===== src/rtl/cpu_pkg.sv =====
// Shared types and encodings for the RISC control unit: FSM states,
// opcode/op values, writeback selects and ALU operations.
package cpu_pkg;

  typedef enum logic [2:0] {
    S_WAIT,
    S_DECODE,
    S_WRITE_IMM,
    S_GET_A,
    S_GET_B,
    S_EXEC,
    S_WRITE_REG
  } state_t;

  localparam logic [2:0] OP_MOV = 3'b110;
  localparam logic [2:0] OP_ALU = 3'b101;

  localparam logic [1:0] MOV_IMM = 2'b10;
  localparam logic [1:0] MOV_REG = 2'b00;

  localparam logic [1:0] VSEL_MDATA = 2'd0;
  localparam logic [1:0] VSEL_IMM8  = 2'd1;
  localparam logic [1:0] VSEL_PC    = 2'd2;
  localparam logic [1:0] VSEL_C     = 2'd3;

  localparam logic [1:0] ALU_ADD = 2'b00;
  localparam logic [1:0] ALU_SUB = 2'b01;
  localparam logic [1:0] ALU_AND = 2'b10;
  localparam logic [1:0] ALU_MVN = 2'b11;

  // Every ALU op is legal; only two of the four MOV variants exist.
  function automatic logic is_defined(input logic [2:0] opcode, input logic [1:0] op);
    return (opcode == OP_ALU) ||
           ((opcode == OP_MOV) && ((op == MOV_IMM) || (op == MOV_REG)));
  endfunction

endpackage


===== src/rtl/cpu_controller_if.sv =====
// Instruction-source handshake plus every datapath control line driven
// by the controller. master = controller side, slave = source/datapath side.
interface cpu_controller_if;
  logic        s;
  logic        load;
  logic [15:0] in;
  logic        w;
  logic [2:0]  readnum;
  logic [2:0]  writenum;
  logic [1:0]  vsel;
  logic        loada;
  logic        loadb;
  logic        loadc;
  logic        loads;
  logic        write;
  logic        asel;
  logic        bsel;
  logic [1:0]  shift;
  logic [1:0]  ALUop;
  logic [15:0] sximm8;
  logic [15:0] sximm5;

  modport master (
    input  s, load, in,
    output w, readnum, writenum, vsel, loada, loadb, loadc, loads, write,
           asel, bsel, shift, ALUop, sximm8, sximm5
  );

  modport slave (
    output s, load, in,
    input  w, readnum, writenum, vsel, loada, loadb, loadc, loads, write,
           asel, bsel, shift, ALUop, sximm8, sximm5
  );
endinterface


===== src/rtl/cpu_controller_instr_dec.sv =====
// Combinational field extraction and sign extension from the instruction
// register.
module instr_dec (
  input  logic [15:0] ir,
  output logic [2:0]  opcode,
  output logic [1:0]  op,
  output logic [2:0]  rn,
  output logic [2:0]  rd,
  output logic [1:0]  sh,
  output logic [2:0]  rm,
  output logic [15:0] sximm8,
  output logic [15:0] sximm5
);

  assign opcode = ir[15:13];
  assign op     = ir[12:11];
  assign rn     = ir[10:8];
  assign rd     = ir[7:5];
  assign sh     = ir[4:3];
  assign rm     = ir[2:0];
  assign sximm8 = {{8{ir[7]}}, ir[7:0]};
  assign sximm5 = {{11{ir[4]}}, ir[4:0]};

endmodule


===== src/rtl/cpu_controller.sv =====
// Control unit: instruction register, decode, and a Moore FSM that drives
// every datapath control input.
module cpu_controller
  import cpu_pkg::*;
(
  input logic       clk,
  input logic       reset,
  cpu_controller_if.master bus
);

  state_t      state_reg;
  state_t      state_next;
  logic [15:0] ir_reg;

  logic [2:0]  opcode;
  logic [1:0]  op;
  logic [2:0]  rn;
  logic [2:0]  rd;
  logic [1:0]  sh;
  logic [2:0]  rm;
  logic [15:0] sximm8;
  logic [15:0] sximm5;

  logic [2:0]  readnum_next;
  logic [2:0]  writenum_next;
  logic [1:0]  vsel_next;
  logic        loada_next;
  logic        loadb_next;
  logic        loadc_next;
  logic        loads_next;
  logic        write_next;
  logic        asel_next;
  logic        bsel_next;
  logic [1:0]  shift_next;
  logic [1:0]  aluop_next;

  instr_dec u_dec (
    .ir     (ir_reg),
    .opcode (opcode),
    .op     (op),
    .rn     (rn),
    .rd     (rd),
    .sh     (sh),
    .rm     (rm),
    .sximm8 (sximm8),
    .sximm5 (sximm5)
  );

  always_ff @(posedge clk or posedge reset) begin
    if (reset) begin
      state_reg <= S_WAIT;
    end else begin
      state_reg <= state_next;
    end
  end

  // IR only changes between instructions, so it is stable while sequencing.
  always_ff @(posedge clk or posedge reset) begin
    if (reset) begin
      ir_reg <= '0;
    end else if ((state_reg == S_WAIT) && bus.load) begin
      ir_reg <= bus.in;
    end
  end

  always_comb begin
    state_next = state_reg;
    case (state_reg)
      S_WAIT:      if (bus.s) state_next = S_DECODE;
      S_DECODE: begin
        if (!is_defined(opcode, op))                    state_next = S_WAIT;
        else if ((opcode == OP_MOV) && (op == MOV_IMM)) state_next = S_WRITE_IMM;
        else if ((opcode == OP_MOV) || (op == ALU_MVN)) state_next = S_GET_B;
        else                                            state_next = S_GET_A;
      end
      S_GET_A:     state_next = S_GET_B;
      S_GET_B:     state_next = S_EXEC;
      S_EXEC:      state_next = ((opcode == OP_ALU) && (op == ALU_SUB)) ? S_WAIT : S_WRITE_REG;
      S_WRITE_IMM: state_next = S_WAIT;
      S_WRITE_REG: state_next = S_WAIT;
      default:     state_next = S_WAIT;
    endcase
  end

  // Register numbers idle at Rn so the register file never sees X.
  always_comb begin
    readnum_next  = rn;
    writenum_next = rn;
    vsel_next     = VSEL_MDATA;
    loada_next    = 1'b0;
    loadb_next    = 1'b0;
    loadc_next    = 1'b0;
    loads_next    = 1'b0;
    write_next    = 1'b0;
    asel_next     = 1'b0;
    bsel_next     = 1'b0;
    shift_next    = 2'b00;
    aluop_next    = ALU_ADD;
    case (state_reg)
      S_WRITE_IMM: begin
        vsel_next  = VSEL_IMM8;
        write_next = 1'b1;
      end
      S_GET_A: loada_next = 1'b1;
      S_GET_B: begin
        readnum_next = rm;
        loadb_next   = 1'b1;
      end
      S_EXEC: begin
        shift_next = sh;
        loadc_next = 1'b1;
        if (opcode == OP_MOV) begin
          asel_next = 1'b1;
        end else begin
          aluop_next = op;
          if (op == ALU_SUB) begin
            loadc_next = 1'b0;
            loads_next = 1'b1;
          end
        end
      end
      S_WRITE_REG: begin
        writenum_next = rd;
        vsel_next     = VSEL_C;
        write_next    = 1'b1;
      end
      default: ;
    endcase
  end

  assign bus.w        = (state_reg == S_WAIT);
  assign bus.readnum  = readnum_next;
  assign bus.writenum = writenum_next;
  assign bus.vsel     = vsel_next;
  assign bus.loada    = loada_next;
  assign bus.loadb    = loadb_next;
  assign bus.loadc    = loadc_next;
  assign bus.loads    = loads_next;
  assign bus.write    = write_next;
  assign bus.asel     = asel_next;
  assign bus.bsel     = bsel_next;
  assign bus.shift    = shift_next;
  assign bus.ALUop    = aluop_next;
  assign bus.sximm8   = sximm8;
  assign bus.sximm5   = sximm5;

endmodule


===== src/flat_wrapper.sv =====
// flat-port wrapper written by rule: the top's interface ports become plain ports
module cpu_controller_flat import cpu_pkg::*;
  (clk, reset, bus_s, bus_load, bus_in, bus_w, bus_readnum, bus_writenum, bus_vsel, bus_loada, bus_loadb, bus_loadc, bus_loads, bus_write, bus_asel, bus_bsel, bus_shift, bus_ALUop, bus_sximm8, bus_sximm5);
  cpu_controller_if bus_i ();
  input logic clk;
  input logic reset;
  input wire logic [$bits(bus_i.s)-1:0] bus_s;
  input wire logic [$bits(bus_i.load)-1:0] bus_load;
  input wire logic [$bits(bus_i.in)-1:0] bus_in;
  output wire logic [$bits(bus_i.w)-1:0] bus_w;
  output wire logic [$bits(bus_i.readnum)-1:0] bus_readnum;
  output wire logic [$bits(bus_i.writenum)-1:0] bus_writenum;
  output wire logic [$bits(bus_i.vsel)-1:0] bus_vsel;
  output wire logic [$bits(bus_i.loada)-1:0] bus_loada;
  output wire logic [$bits(bus_i.loadb)-1:0] bus_loadb;
  output wire logic [$bits(bus_i.loadc)-1:0] bus_loadc;
  output wire logic [$bits(bus_i.loads)-1:0] bus_loads;
  output wire logic [$bits(bus_i.write)-1:0] bus_write;
  output wire logic [$bits(bus_i.asel)-1:0] bus_asel;
  output wire logic [$bits(bus_i.bsel)-1:0] bus_bsel;
  output wire logic [$bits(bus_i.shift)-1:0] bus_shift;
  output wire logic [$bits(bus_i.ALUop)-1:0] bus_ALUop;
  output wire logic [$bits(bus_i.sximm8)-1:0] bus_sximm8;
  output wire logic [$bits(bus_i.sximm5)-1:0] bus_sximm5;
  assign bus_i.s = bus_s;
  assign bus_i.load = bus_load;
  assign bus_i.in = bus_in;
  assign bus_w = bus_i.w;
  assign bus_readnum = bus_i.readnum;
  assign bus_writenum = bus_i.writenum;
  assign bus_vsel = bus_i.vsel;
  assign bus_loada = bus_i.loada;
  assign bus_loadb = bus_i.loadb;
  assign bus_loadc = bus_i.loadc;
  assign bus_loads = bus_i.loads;
  assign bus_write = bus_i.write;
  assign bus_asel = bus_i.asel;
  assign bus_bsel = bus_i.bsel;
  assign bus_shift = bus_i.shift;
  assign bus_ALUop = bus_i.ALUop;
  assign bus_sximm8 = bus_i.sximm8;
  assign bus_sximm5 = bus_i.sximm5;
  cpu_controller u_core (.clk(clk), .reset(reset), .bus(bus_i));
endmodule

===== config.mk =====
export PLATFORM = sky130hd
export DESIGN_NAME = cpu_controller_flat
export DESIGN_NICKNAME = d
export VERILOG_FILES = /design/src/rtl/cpu_pkg.sv /design/src/rtl/cpu_controller_if.sv /design/src/rtl/cpu_controller_instr_dec.sv /design/src/rtl/cpu_controller.sv /design/src/flat_wrapper.sv
export SDC_FILE = /design/constraint.sdc
export NUM_CORES = 1
export LEC_CHECK = 0
export CELL_PAD_IN_SITES_DETAIL_PLACEMENT = 1
export CELL_PAD_IN_SITES_GLOBAL_PLACEMENT = 1
export CORE_UTILIZATION = 26
export CTS_BUF_LIST = sky130_fd_sc_hd__clkbuf_4 sky130_fd_sc_hd__clkbuf_8
export CTS_CLUSTER_DIAMETER = 150
export DETAILED_ROUTE_END_ITERATION = 10
export GPL_TIMING_DRIVEN = 0
export PLACE_DENSITY = 0.78
export SLEW_MARGIN = 20
export SYNTH_ARGS = -nofsm -noshare
export SYNTH_HDL_FRONTEND = slang
export SYNTH_SLANG_ARGS = --single-unit

===== constraint.sdc =====
create_clock -name clk -period 1.41 [get_ports clk]
set_input_delay 0.141 -clock clk [delete_from_list [all_inputs] [get_ports clk]]
set_output_delay 0.141 -clock clk [all_outputs]
set_load 0.02 [all_outputs]

After elaboration in Yosys (flattened, before gate mapping):

Cells that the tools add are included.

* equality and inequality tests: 12
* multiplexer cells: 23
* reduce and logical (&&, ||, !) cells: 10

Operators with widths (number)
* 3-bit 2-to-1 mux: 7
* 3-bit == test (second input constant): 5
* 3-bit case mux with 5 select lines: 1
* 1-bit 2-to-1 mux: 11
* 3-bit by 2-bit == test with 1-bit output (second input constant): 2
* 2-bit 2-to-1 mux: 3
* 2-bit == test (second input constant): 2
* 1-bit logical AND: 4
* 2-bit case mux with 2 select lines: 1
* 3-bit by 1-bit == test with 1-bit output (second input constant): 1
* 3-bit zero test: 1
* 1-bit logical OR: 3
* 2-bit by 1-bit == test with 1-bit output (second input constant): 1
* 2-bit zero test: 1
* 2-bit inequality test (second input constant): 1
* 2-bit OR reduction: 1

* logic and storage cells: 47
* bits in registers: 19
* input port bits: 20
* output and inout bits: 52

Logic depth before layout (Yosys ltp):

* depth in word-level cells: 6
* mapped depth: 5
* gate-level depth less buffers: 3

Cells and area by module:

From an unflattened synthesis, not the netlist that was laid out.

* cell total of the unflattened synthesis: 136
* area total of the unflattened synthesis: 1397.6 µm²

By module, submodules not included
* cpu_controller: sequential area each 475.5 µm², area each 1037.2 µm², cells an instance 88, instances 1
* instr_dec: sequential area each 0.0 µm², area each 360.3 µm², cells an instance 48, instances 1

Least setup slack after synthesis:

Ideal clock, no wire load.

* path type: register to output
* start: register u_core.state_reg[1]
* end: output port bus_readnum[0]
* data arrival time: 1.649 ns
* data required time: 1.269 ns
* path slack: -0.380 ns
* stages on the path, launching flop included: 3
* path buffers: 0
* cell sequence: dfrtp_1 -> nor3b_1 -> mux2_2

* word-level cells in the longest chain between the ends: 2

Ends and longest elaborated chain
* start: declaration: RTL line cpu_controller.sv:11 `state_t state_reg;`
* start signal: assignment: RTL line cpu_controller.sv:53 `state_reg <= state_next;`
* 3-bit == test: RTL line cpu_controller.sv:99 `case (state_reg)`
* 3-bit 2-to-1 mux: RTL line cpu_controller.sv:99
* end: declaration: RTL line flat_wrapper.sv:11 `output wire logic [$bits(bus_i.readnum)-1:0] bus_readnum;`

No other way between the ends.

Worst setup path in the final report:

* start: register u_core.state_reg[1]
* end: output port bus_readnum[1]

Same word-level chain as after synthesis.

==> results.toml <==
[critical_path]
crit_type = "reg2out"
r2r_start = "u_core.state_reg[0]"
arrival_ns = 1.53
start_kind = "flip-flop"
r2r_cells = 5
r2r_slack_ns = -0.13
critPathLaunch = "u_core.state_reg[1]"
crit_path_end = "bus_readnum[1]"
r2r_end = "u_core.ir_reg[6]"
required_ns = 1.27
cp_max_fo = 4
crit_path_end_kind = "primary output"

[layout]
final_layout_size_suffix_gt1_share_pct = 67.8
final-seq-area_um2 = 483
fill_cells = 533
antennaDiodeCount = 0
largest_reg_flops = 16
layout_commonest_cell = "buf_4"
postLayoutCellArea_mm2 = 0.00234
area_delta_synth_final_pct = 80.2
final_cell_mix = "60 x buf_4, 22 x mux2_4, 19 x buf_6, 19 x clkdlybuf4s50_1, 13 x dfrtp_1"
nNetsFinal = 229
multiInputGateArea_um2 = 633

[global_route]
grt_pass1_wl_mm = 6.15
gr-total-overflow = 0
antenna_found_initial = 0
grt_pass1_vias = 1197
grt_use_total_pct = 15.0
grt_max_degree = 20

[clocking]
clock_latency_ns = 0.25
cts_hold_buffers = 0
clockBufferDepth = 2
numCtsBuffers = 3
h-tree-depth = 1
clock_sinks = 19
clockRootBuffer = "clkbuf_8"
clk_pin_slew_ns = 0.08
cts_tree = "yes"

[pwr]
p_int_uw = 3500
leakage_uw = 0.00115
power.share.clock_pct = 6.5
ir_drop_v = 0.000633
p_sw_share_pct = 41.0
p_comb_share_pct = 73.9
power_per_cell_area_mw_per_mm2 = 2530
p_sw_uw = 2440
pwr-share-seq_pct = 19.7

[floorplanning]
initial_core_util_pct = 27.3
die_h_um = 72.7
core_mm2 = 0.00475
pin_count = 72
die-area_mm2 = 0.00529
fp.dieW_um = 72.7
std_cell_rows = 25

[placed_design]
place_ws_ns = -0.546
place_area_mm2 = 0.00210
port_buffers = 70
gp_congestion = 0.628
hpwl_mm = 2.72

[synth]
yosysWarningCount = 0
synth_top_family_by_area = "buffers and inverters"
yosysUniqueCellTypes = 30
avgSynthCellArea_um2 = 11.0
syn_nets = 138
synth_xor_xnor_area_share_pct = 0
synthMuxAreaShare_pct = 21.9
synth-compound-area-share_pct = 3.95
synth_top_area_share_pct = 36.6
ys_seq_area_share_pct = 36.6
syn_inst = 118
yosys.area_share.adder_pct = 0
async_reset_ff_share_pct = 100
synthSimpleGateAreaFrac_pct = 14.0
synth_flop_cell = "dfrtp_1"
synth_edf_count = 0
netlist_area_mm2 = 0.00130
synth_area_leaders = "dfrtp_1 37%, buf_4 20%, mux2_4 12%"
synth_seq_cells = 19
synth.largest_area_cell = "dfrtp_1"

[route]
drtIter0Drc = 36
via_count = 1137
wl_per_cell_um = 15.2
wl_mm = 4.18
drc = 0
viasPerCell = 4.13
first_pass_iters = 5
ant_nets = 0

[timing]
skew_ns = 0.00231
worstMarginPinSlew_ns = 0.779
max_freq_mhz = 598
timing.final.ws_setup_ns = -0.263
timing.setup.tns_ns = -4.18
finalSetupViolCount = 31
hold_viol = 0
relSlewSlack_pct = 48.0
min_period_over_period_pct = 119
maxSlewViolCount = 0
post-route-min-period_ns = 1.67
rsz0062_at_grt = "true"

[hold_path]
hold_class = "in2async"

[outcome]
violations = "setup timing"
outcome = "complete, but fails checks"

[job]
timing.max_cap.violations = 0
## kinds of logic after synthesis
group,Yosys count
buf+inv,40
flops,19
mux,22
compound gates,7
simple gates,29
other cells,1
## metal layers
layer	share of wire (%)	GRT usage, %
met2	56	27.7
met1	39	18.4
met4	0.45	1.96
met3	4.7	2.76
met5	0	0
## power groups by stage
stage	sequential [uW]	clock (uW)	combinational, uW
final	1170	385	4390
after global routing	1220	425	4630
after CTS	1140	395	4080
after detailed placement	1220	0	3910
after global placement	1190	0	3850
after floorplan	1100	0	2480
## metrics by stage
stage	hold WS, ns	util (%)	cells	total power (uW)
floorplan	0.0921	-	118	3580
global placement	0.521	44.2	255	5040
detailed placement	0.526	44.2	255	5130
CTS	0.355	47.2	271	5620
global route	0.393	49.3	275	6270
finish	0.327	49.3	275	5940
## worst min path at each step
| stage | from | cells past startpoint | slack, ns | to |
|---|---|---|---|---|
| floorplan | reset | 1 | 0.09 | u_core.ir_reg[0] |
| CTS | reset | 2 | 0.35 | u_core.ir_reg[10] |
| global placement | u_core.ir_reg[6] | 1 | 0.52 | u_core.ir_reg[6] |
| global route | reset | 2 | 0.39 | u_core.ir_reg[10] |
| detailed placement | u_core.ir_reg[6] | 1 | 0.53 | u_core.ir_reg[6] |
| finish | reset | 2 | 0.33 | u_core.ir_reg[2] |
## area by class of cell
type                       count  share of cell area, %
clock inverter                 1                  0.214
buffer                        36                   12.5
multi-input combinational     59                   27.0
sequential                    19                   20.6
timing repair buffer          88                   33.9
clock buffer                   3                   1.76
inverter                       2                  0.427
tap                           67                   3.58
## worst max-delay path, cell delays in order (launching register included)
cell	delay, ns
dfrtp_2	0.47
nor3b_4	0.23
buf_6	0.14
mux2_4	0.31
buf_6	0.13
## synthesized netlist by cell type, types with 2 or more instances
library cell and n:
a211oi_1 2, and2_1 2, and3_1 4, and3b_1 2, buf_4 34, dfrtp_1 19, inv_1 2, mux2_2 12
mux2_4 10, nand2_1 3, nand3_1 2, nand3b_1 2, nor2_1 5, nor2b_1 2, o21ai_0 2
## what timing repair did
item	in CTS	in global routing
pin swaps	3	5
gates resized for setup	160	39
setup buffers	13	4
endpoints found under the setup margin	65	42
cloned	0	1
No activity file was read; power rests on OpenSTA's default activity.
